**config.mk**
```make
export PLATFORM = sky130hd
export DESIGN_NAME = regfile_arbiter
export DESIGN_NICKNAME = d
export VERILOG_FILES = /design/src/rtl/regfile_arb_pkg.sv /design/src/rtl/rr_arbiter2.sv /design/src/rtl/regfile_arbiter.sv
export SDC_FILE = /design/constraint.sdc
export NUM_CORES = 1
export LEC_CHECK = 0
export BUFFER_PORTS_ARGS = -buffer_cell sky130_fd_sc_hd__clkbuf_2
export CAP_MARGIN = 40
export CORE_MARGIN = 10
export CORE_UTILIZATION = 34
export DETAILED_ROUTE_END_ITERATION = 10
export MAX_ROUTING_LAYER = met4
export PLACE_DENSITY_LB_ADDON = 0.25
export SYNTH_ARGS = -nofsm -noshare
export SYNTH_HDL_FRONTEND = slang
export SYNTH_SLANG_ARGS = --single-unit
```
**constraint.sdc**
```tcl
create_clock -name clk -period 1.2 [get_ports clk]
set_input_delay 0.12 -clock clk [delete_from_list [all_inputs] [get_ports clk]]
set_output_delay 0.12 -clock clk [all_outputs]
set_load 0.02 [all_outputs]
```
**src/rtl/regfile_arb_pkg.sv**
```systemverilog
// Shared definitions for the register-file arbiter.
//   DEF_DATA_W / DEF_ADDR_W : default data and address widths
//   NUM_REQ                 : number of requesters served
//   state_e                 : arbiter FSM state encoding
package regfile_arb_pkg;

  localparam int DEF_DATA_W = 16;
  localparam int DEF_ADDR_W = 3;
  localparam int NUM_REQ    = 2;

  typedef enum logic [1:0] {
    ST_IDLE   = 2'd0,
    ST_ACCESS = 2'd1,
    ST_RESP   = 2'd2
  } state_e;

endpackage

```
**src/rtl/rr_arbiter2.sv**
```systemverilog
// Two-way round-robin grant, purely combinational.
//   valid : request vector, bit N = requester N
//   last  : index of the requester granted most recently
//   grant : one-hot winner (all zero when nothing is valid)
module rr_arbiter2 (
  input  logic [1:0] valid,
  input  logic       last,
  output logic [1:0] grant
);

  always_comb begin
    grant = 2'b00;
    case (valid)
      2'b01:   grant = 2'b01;
      2'b10:   grant = 2'b10;
      // tie: whoever was not served last goes next
      2'b11:   grant = last ? 2'b01 : 2'b10;
      default: grant = 2'b00;
    endcase
  end

endmodule

```
**src/rtl/regfile_arbiter.sv**
```systemverilog
// Arbitrates two requesters onto a single register-file port.
// One access takes three cycles: IDLE (grant + latch), ACCESS (drive the
// register file), RESP (return registered read data to the winner).
//   clk, rst_n                    : clock, async active-low reset
//   reqN_valid/ready/we/addr_a/addr_b/wdata : requester N access
//   rspN_valid, rsp_data_a/b      : response pulse and shared data
//   rf_address_a/b, rf_write_enable, rf_write_data : register-file drive
//   rf_data_a/b                   : registered read data from the file
//   busy                          : FSM not in IDLE
module regfile_arbiter
  import regfile_arb_pkg::*;
#(
  parameter int DATA_W = DEF_DATA_W,
  parameter int ADDR_W = DEF_ADDR_W
) (
  input  logic              clk,
  input  logic              rst_n,
  input  logic              req0_valid,
  output logic              req0_ready,
  input  logic              req0_we,
  input  logic [ADDR_W-1:0] req0_addr_a,
  input  logic [ADDR_W-1:0] req0_addr_b,
  input  logic [DATA_W-1:0] req0_wdata,
  input  logic              req1_valid,
  output logic              req1_ready,
  input  logic              req1_we,
  input  logic [ADDR_W-1:0] req1_addr_a,
  input  logic [ADDR_W-1:0] req1_addr_b,
  input  logic [DATA_W-1:0] req1_wdata,
  output logic              rsp0_valid,
  output logic              rsp1_valid,
  output logic [DATA_W-1:0] rsp_data_a,
  output logic [DATA_W-1:0] rsp_data_b,
  output logic [ADDR_W-1:0] rf_address_a,
  output logic [ADDR_W-1:0] rf_address_b,
  output logic              rf_write_enable,
  output logic [DATA_W-1:0] rf_write_data,
  input  logic [DATA_W-1:0] rf_data_a,
  input  logic [DATA_W-1:0] rf_data_b,
  output logic              busy
);

  typedef struct packed {
    logic              we;
    logic [ADDR_W-1:0] addr_a;
    logic [ADDR_W-1:0] addr_b;
    logic [DATA_W-1:0] wdata;
  } req_t;

  req_t [NUM_REQ-1:0] req_in;
  logic [NUM_REQ-1:0] valid, grant, ready, rsp_vld;

  state_e state_q, state_d;
  req_t   req_q,   req_d;
  logic   win_q,   win_d;
  logic   last_q,  last_d;

  assign req_in[0] = '{we: req0_we, addr_a: req0_addr_a, addr_b: req0_addr_b, wdata: req0_wdata};
  assign req_in[1] = '{we: req1_we, addr_a: req1_addr_a, addr_b: req1_addr_b, wdata: req1_wdata};
  assign valid     = {req1_valid, req0_valid};

  rr_arbiter2 u_arb (
    .valid (valid),
    .last  (last_q),
    .grant (grant)
  );

  always_ff @(posedge clk or negedge rst_n) begin
    if (!rst_n) begin
      state_q <= ST_IDLE;
      req_q   <= '0;
      win_q   <= 1'b0;
      last_q  <= 1'b1;  // req0 takes the first tie
    end else begin
      state_q <= state_d;
      req_q   <= req_d;
      win_q   <= win_d;
      last_q  <= last_d;
    end
  end

  always_comb begin
    state_d         = state_q;
    req_d           = req_q;
    win_d           = win_q;
    last_d          = last_q;
    ready           = '0;
    rsp_vld         = '0;
    rsp_data_a      = '0;
    rsp_data_b      = '0;
    rf_address_a    = '0;
    rf_address_b    = '0;
    rf_write_enable = 1'b0;
    rf_write_data   = '0;
    case (state_q)
      ST_IDLE: begin
        if (|grant) begin
          ready   = grant;
          req_d   = req_in[grant[1]];
          win_d   = grant[1];
          state_d = ST_ACCESS;
        end
      end
      ST_ACCESS: begin
        rf_address_a    = req_q.addr_a;
        rf_address_b    = req_q.addr_b;
        rf_write_enable = req_q.we;
        rf_write_data   = req_q.wdata;
        state_d         = ST_RESP;
      end
      ST_RESP: begin
        rsp_vld[win_q] = 1'b1;
        rsp_data_a     = rf_data_a;
        rsp_data_b     = rf_data_b;
        // pointer only moves once the access has actually completed
        last_d         = win_q;
        state_d        = ST_IDLE;
      end
      default: state_d = ST_IDLE;
    endcase
  end

  // ready is a combinational path from valid; hold it low while in reset
  assign req0_ready = ready[0] & rst_n;
  assign req1_ready = ready[1] & rst_n;
  assign rsp0_valid = rsp_vld[0];
  assign rsp1_valid = rsp_vld[1];
  assign busy       = (state_q != ST_IDLE);

endmodule

```
==> flow_summary.ini <==
[cts]
clkTransAtPathRegs_ps = 90
clockBufferDepth = 2
cts_tree = yes
ctsRootBufferMaster = clkbuf_8
cts_inserted_buffers = 3
cts_sinks = 27
clk_latency_ps = 270
htreeDepth = 1

[layout]
post-route-util_pct = 64.5
instances_no_fill = 418
n_antenna_cell = 0
finalInstanceArea_sq_um = 3050
area_growth_pct = 84.4
drive_gt1_share_pct = 57.0
nNetsFinal = 434

[global_route]
grtUsageMet2_pct = 29.2
use_met1_pct = 19.1
grt_pass1_wl_mm = 11.1
grt-busiest-layer = met2
antenna_found_initial = 0
grt_use_met3_pct = 4.16
first_global_vias = 2190
grt-ovfl-total = 0
grt_max_degree = 25
grt_usage_pct = 16.9

[yosys]
synth_flop_cell = dfrtp_1
syn_area_sq_um = 1650
synthCells = 197
synth-seq-cells = 27
synthTopCellsByArea = dfrtp_1 (39%), and2_1 (22%), nand2_1 (8.6%), a31oi_1 (7.2%), a21oi_1 (5.8%)
ys_types = 24
avgSynthCellArea_sq_um = 8.39
syn_nets = 279
synth_common_cells = and2_1 (57), nand2_1 (38), dfrtp_1 (26)
synth.largest_area_cell = dfrtp_1
post-synth-top-count-cell = and2_1
synth-edff-count = 0
yosysSeqAreaShare_pct = 41.0
ys_warn_count = 0
synth_top_area_share_pct = 39.4
synthArstFlopShare_pct = 100

[setup_path]
path_depth = 5
timing.rr.end = req_q[2]
worstRegToRegCells = 7
critPathLaunchType = flop
critPathSlowestCell = dfrtp_1
critPathLaunch = state_q[1]
reg2reg_slack_ps = -240
path_cells = buf_4 > nor2_4 > and3_4 > and2_4 > buf_8
cpPeakStageDelay_ps = 400
path_class = reg -> out
crit_end = req0_ready
rr_startpoint = state_q[1]
crit_required_ps = 1080
crit_path_max_fanout = 4
worstPathArrival_ps = 1430
endpoint_kind = output port
critical_path.top_delay_family = simple AND/OR/NAND/NOR gates
path_buf_inv = 2

[route]
avgViaCountPerCell = 4.82
final_antenna_net_count = 0
route.vias.total = 2014
drt-total-wl_mm = 7.03
drt_iter0_markers = 49
firstDrtPassIters = 4
drc = 0
drt-wirelength-per-cell_um = 16.8

[status]
failed_checks = setup timing
outcome = finished, violations left

[power]
clock_power_share_pct = 7.2
p_int_uw = 4240
finalPower_uw = 7290
p_leak_uw = 0.00160
p_per_area_nw_per_um2 = 2390
comb_power_share_pct = 70.4
vdd_drop_max_mv = 1.14
switching_share_pct = 41.8
p_switching_uw = 3050
power_frac_seq_pct = 22.4

[floorplanning]
die_height_um = 89.7
placementRows = 25
die_w_um = 89.7
start_util_pct = 35.0
io_pins = 142
core_area_sq_um = 4720
die-area_sq_um = 8050

[timing]
setup-violations-final = 86
finalWorstSetupSlack_ps = -352
hold_ws_ps = 66.5
period_share_pct = 129
maxSlewHeadroom_pct = 77.5
finalHoldViolCount = 0
tightestPinTransition_ps = 336
clock_skew_ps = 2.83
rsz0062_at_grt = true
timing.fmax_mhz = 644
drv_slew = 0
period_needed_ps = 1550

[place]
placed_cell_area_sq_um = 2520
dp_hpwl_mm = 4.98
port_buffers = 141
place_congestion = 0.779
dp.cells = 405

[run]
maxCapViolCount = 0

[worst_hold_path]
hp-class = in -> reg
[layer usage]
metal	part of all wire, %	vias up
met1	41	925
met4	1.3	0
met3	6.7	9
met2	51	109
met5	0	-
li1	-	971
[state kept, by name (all words and copies together), names as in the netlist]
register	flops
last_q	1
req_q	23
state_q	2
win_q	1
[cell families after synthesis]
kind of cell           share of synthesized area, %
muxes                                         0.681
DFF                                            41.0
and+or+nand+nor                                35.4
buffers and inverters                          5.75
AOI/OAI and AO/OA                              17.2
[cell type report]
type | instances | area [sq um]
fill | 399 | 1680
timing repair buffer | 165 | 1280
multi-input combinational | 153 | 952
sequential | 27 | 677
tap | 67 | 83.8
clock buffer | 4 | 45.0
inverter | 2 | 7.51
[worst min-delay path by stage]
stage	start	end	slack [ps]	depth (start not counted)
2_1_floorplan	rst_n	req_q[0]	-180	0
3_3_place_gp	rst_n	last_q	140	1
3_5_place_dp	rst_n	last_q	130	1
4_1_cts	req0_wdata[6]	req_q[6]	70	3
5_1_grt	req1_addr_b[0]	req_q[16]	60	3
6_report	req0_wdata[13]	req_q[13]	70	3
[worst reg2reg max path, delay by kind of cell (launching register included)]
kind	cells	cell delay, ps
flip-flops	1	400
AND/OR/NAND/NOR	2	230
AO/OA/AOI/OAI	1	70
buffers and inverters	4	640
[cell usage in the layout, fill, tap and decap left out]
| master | n |
|---|---|
| clkbuf_2 | 104 |
| nand2_1 | 38 |
| and2_1 | 34 |
| dfrtp_1 | 26 |
| a21oi_1 | 19 |
| a31oi_1 | 19 |
| buf_4 | 18 |
| and2_4 | 15 |
| clkbuf_8 | 14 |
| buf_8 | 14 |
| buf_6 | 12 |
| and2_2 | 8 |
| and3_1 | 4 |
| a221o_1 | 4 |
| buf_12 | 3 |
| and3_4 | 2 |
| nor2b_1 | 1 |
| nor2_4 | 1 |
| inv_1 | 1 |
| and2b_4 | 1 |
| nor2b_4 | 1 |
| a21boi_2 | 1 |
| a21bo_1 | 1 |
| or2_1 | 1 |
| nand2_4 | 1 |
| a22o_1 | 1 |
| mux2_4 | 1 |
| inv_2 | 1 |
| clkbuf_1 | 1 |
| buf_16 | 1 |
| bufbuf_16 | 1 |
| dlygate4sd3_1 | 1 |
| dfstp_2 | 1 |
[repair_timing]
item,in CTS,in global routing
hold buffers,1,0
endpoints found under the setup margin,84,86
pin swaps,2,2
cloned,2,0
endpoints found under the hold margin,27,0
gates resized for setup,55,69
buffers inserted,6,0
[per-stage QoR]
stage	setup TNS, ps	setup WS (ps)
after floorplan	0	3.73
after global placement	-718	-48.1
after detailed placement	-2230	-71.4
after CTS	-23060	-356
after global routing	-28890	-412
final	-22590	-352
[power by group through the flow]
stage          clock (uW)  combinational, uW  sequential, uW
6_report              527               5130            1630
5_1_grt               579               5510            1700
4_1_cts               539               4750            1620
3_5_place_dp            0               3980            1660
3_3_place_gp            0               3930            1630
2_1_floorplan           0               2510            1580
(Power assumes the default switching activity.)
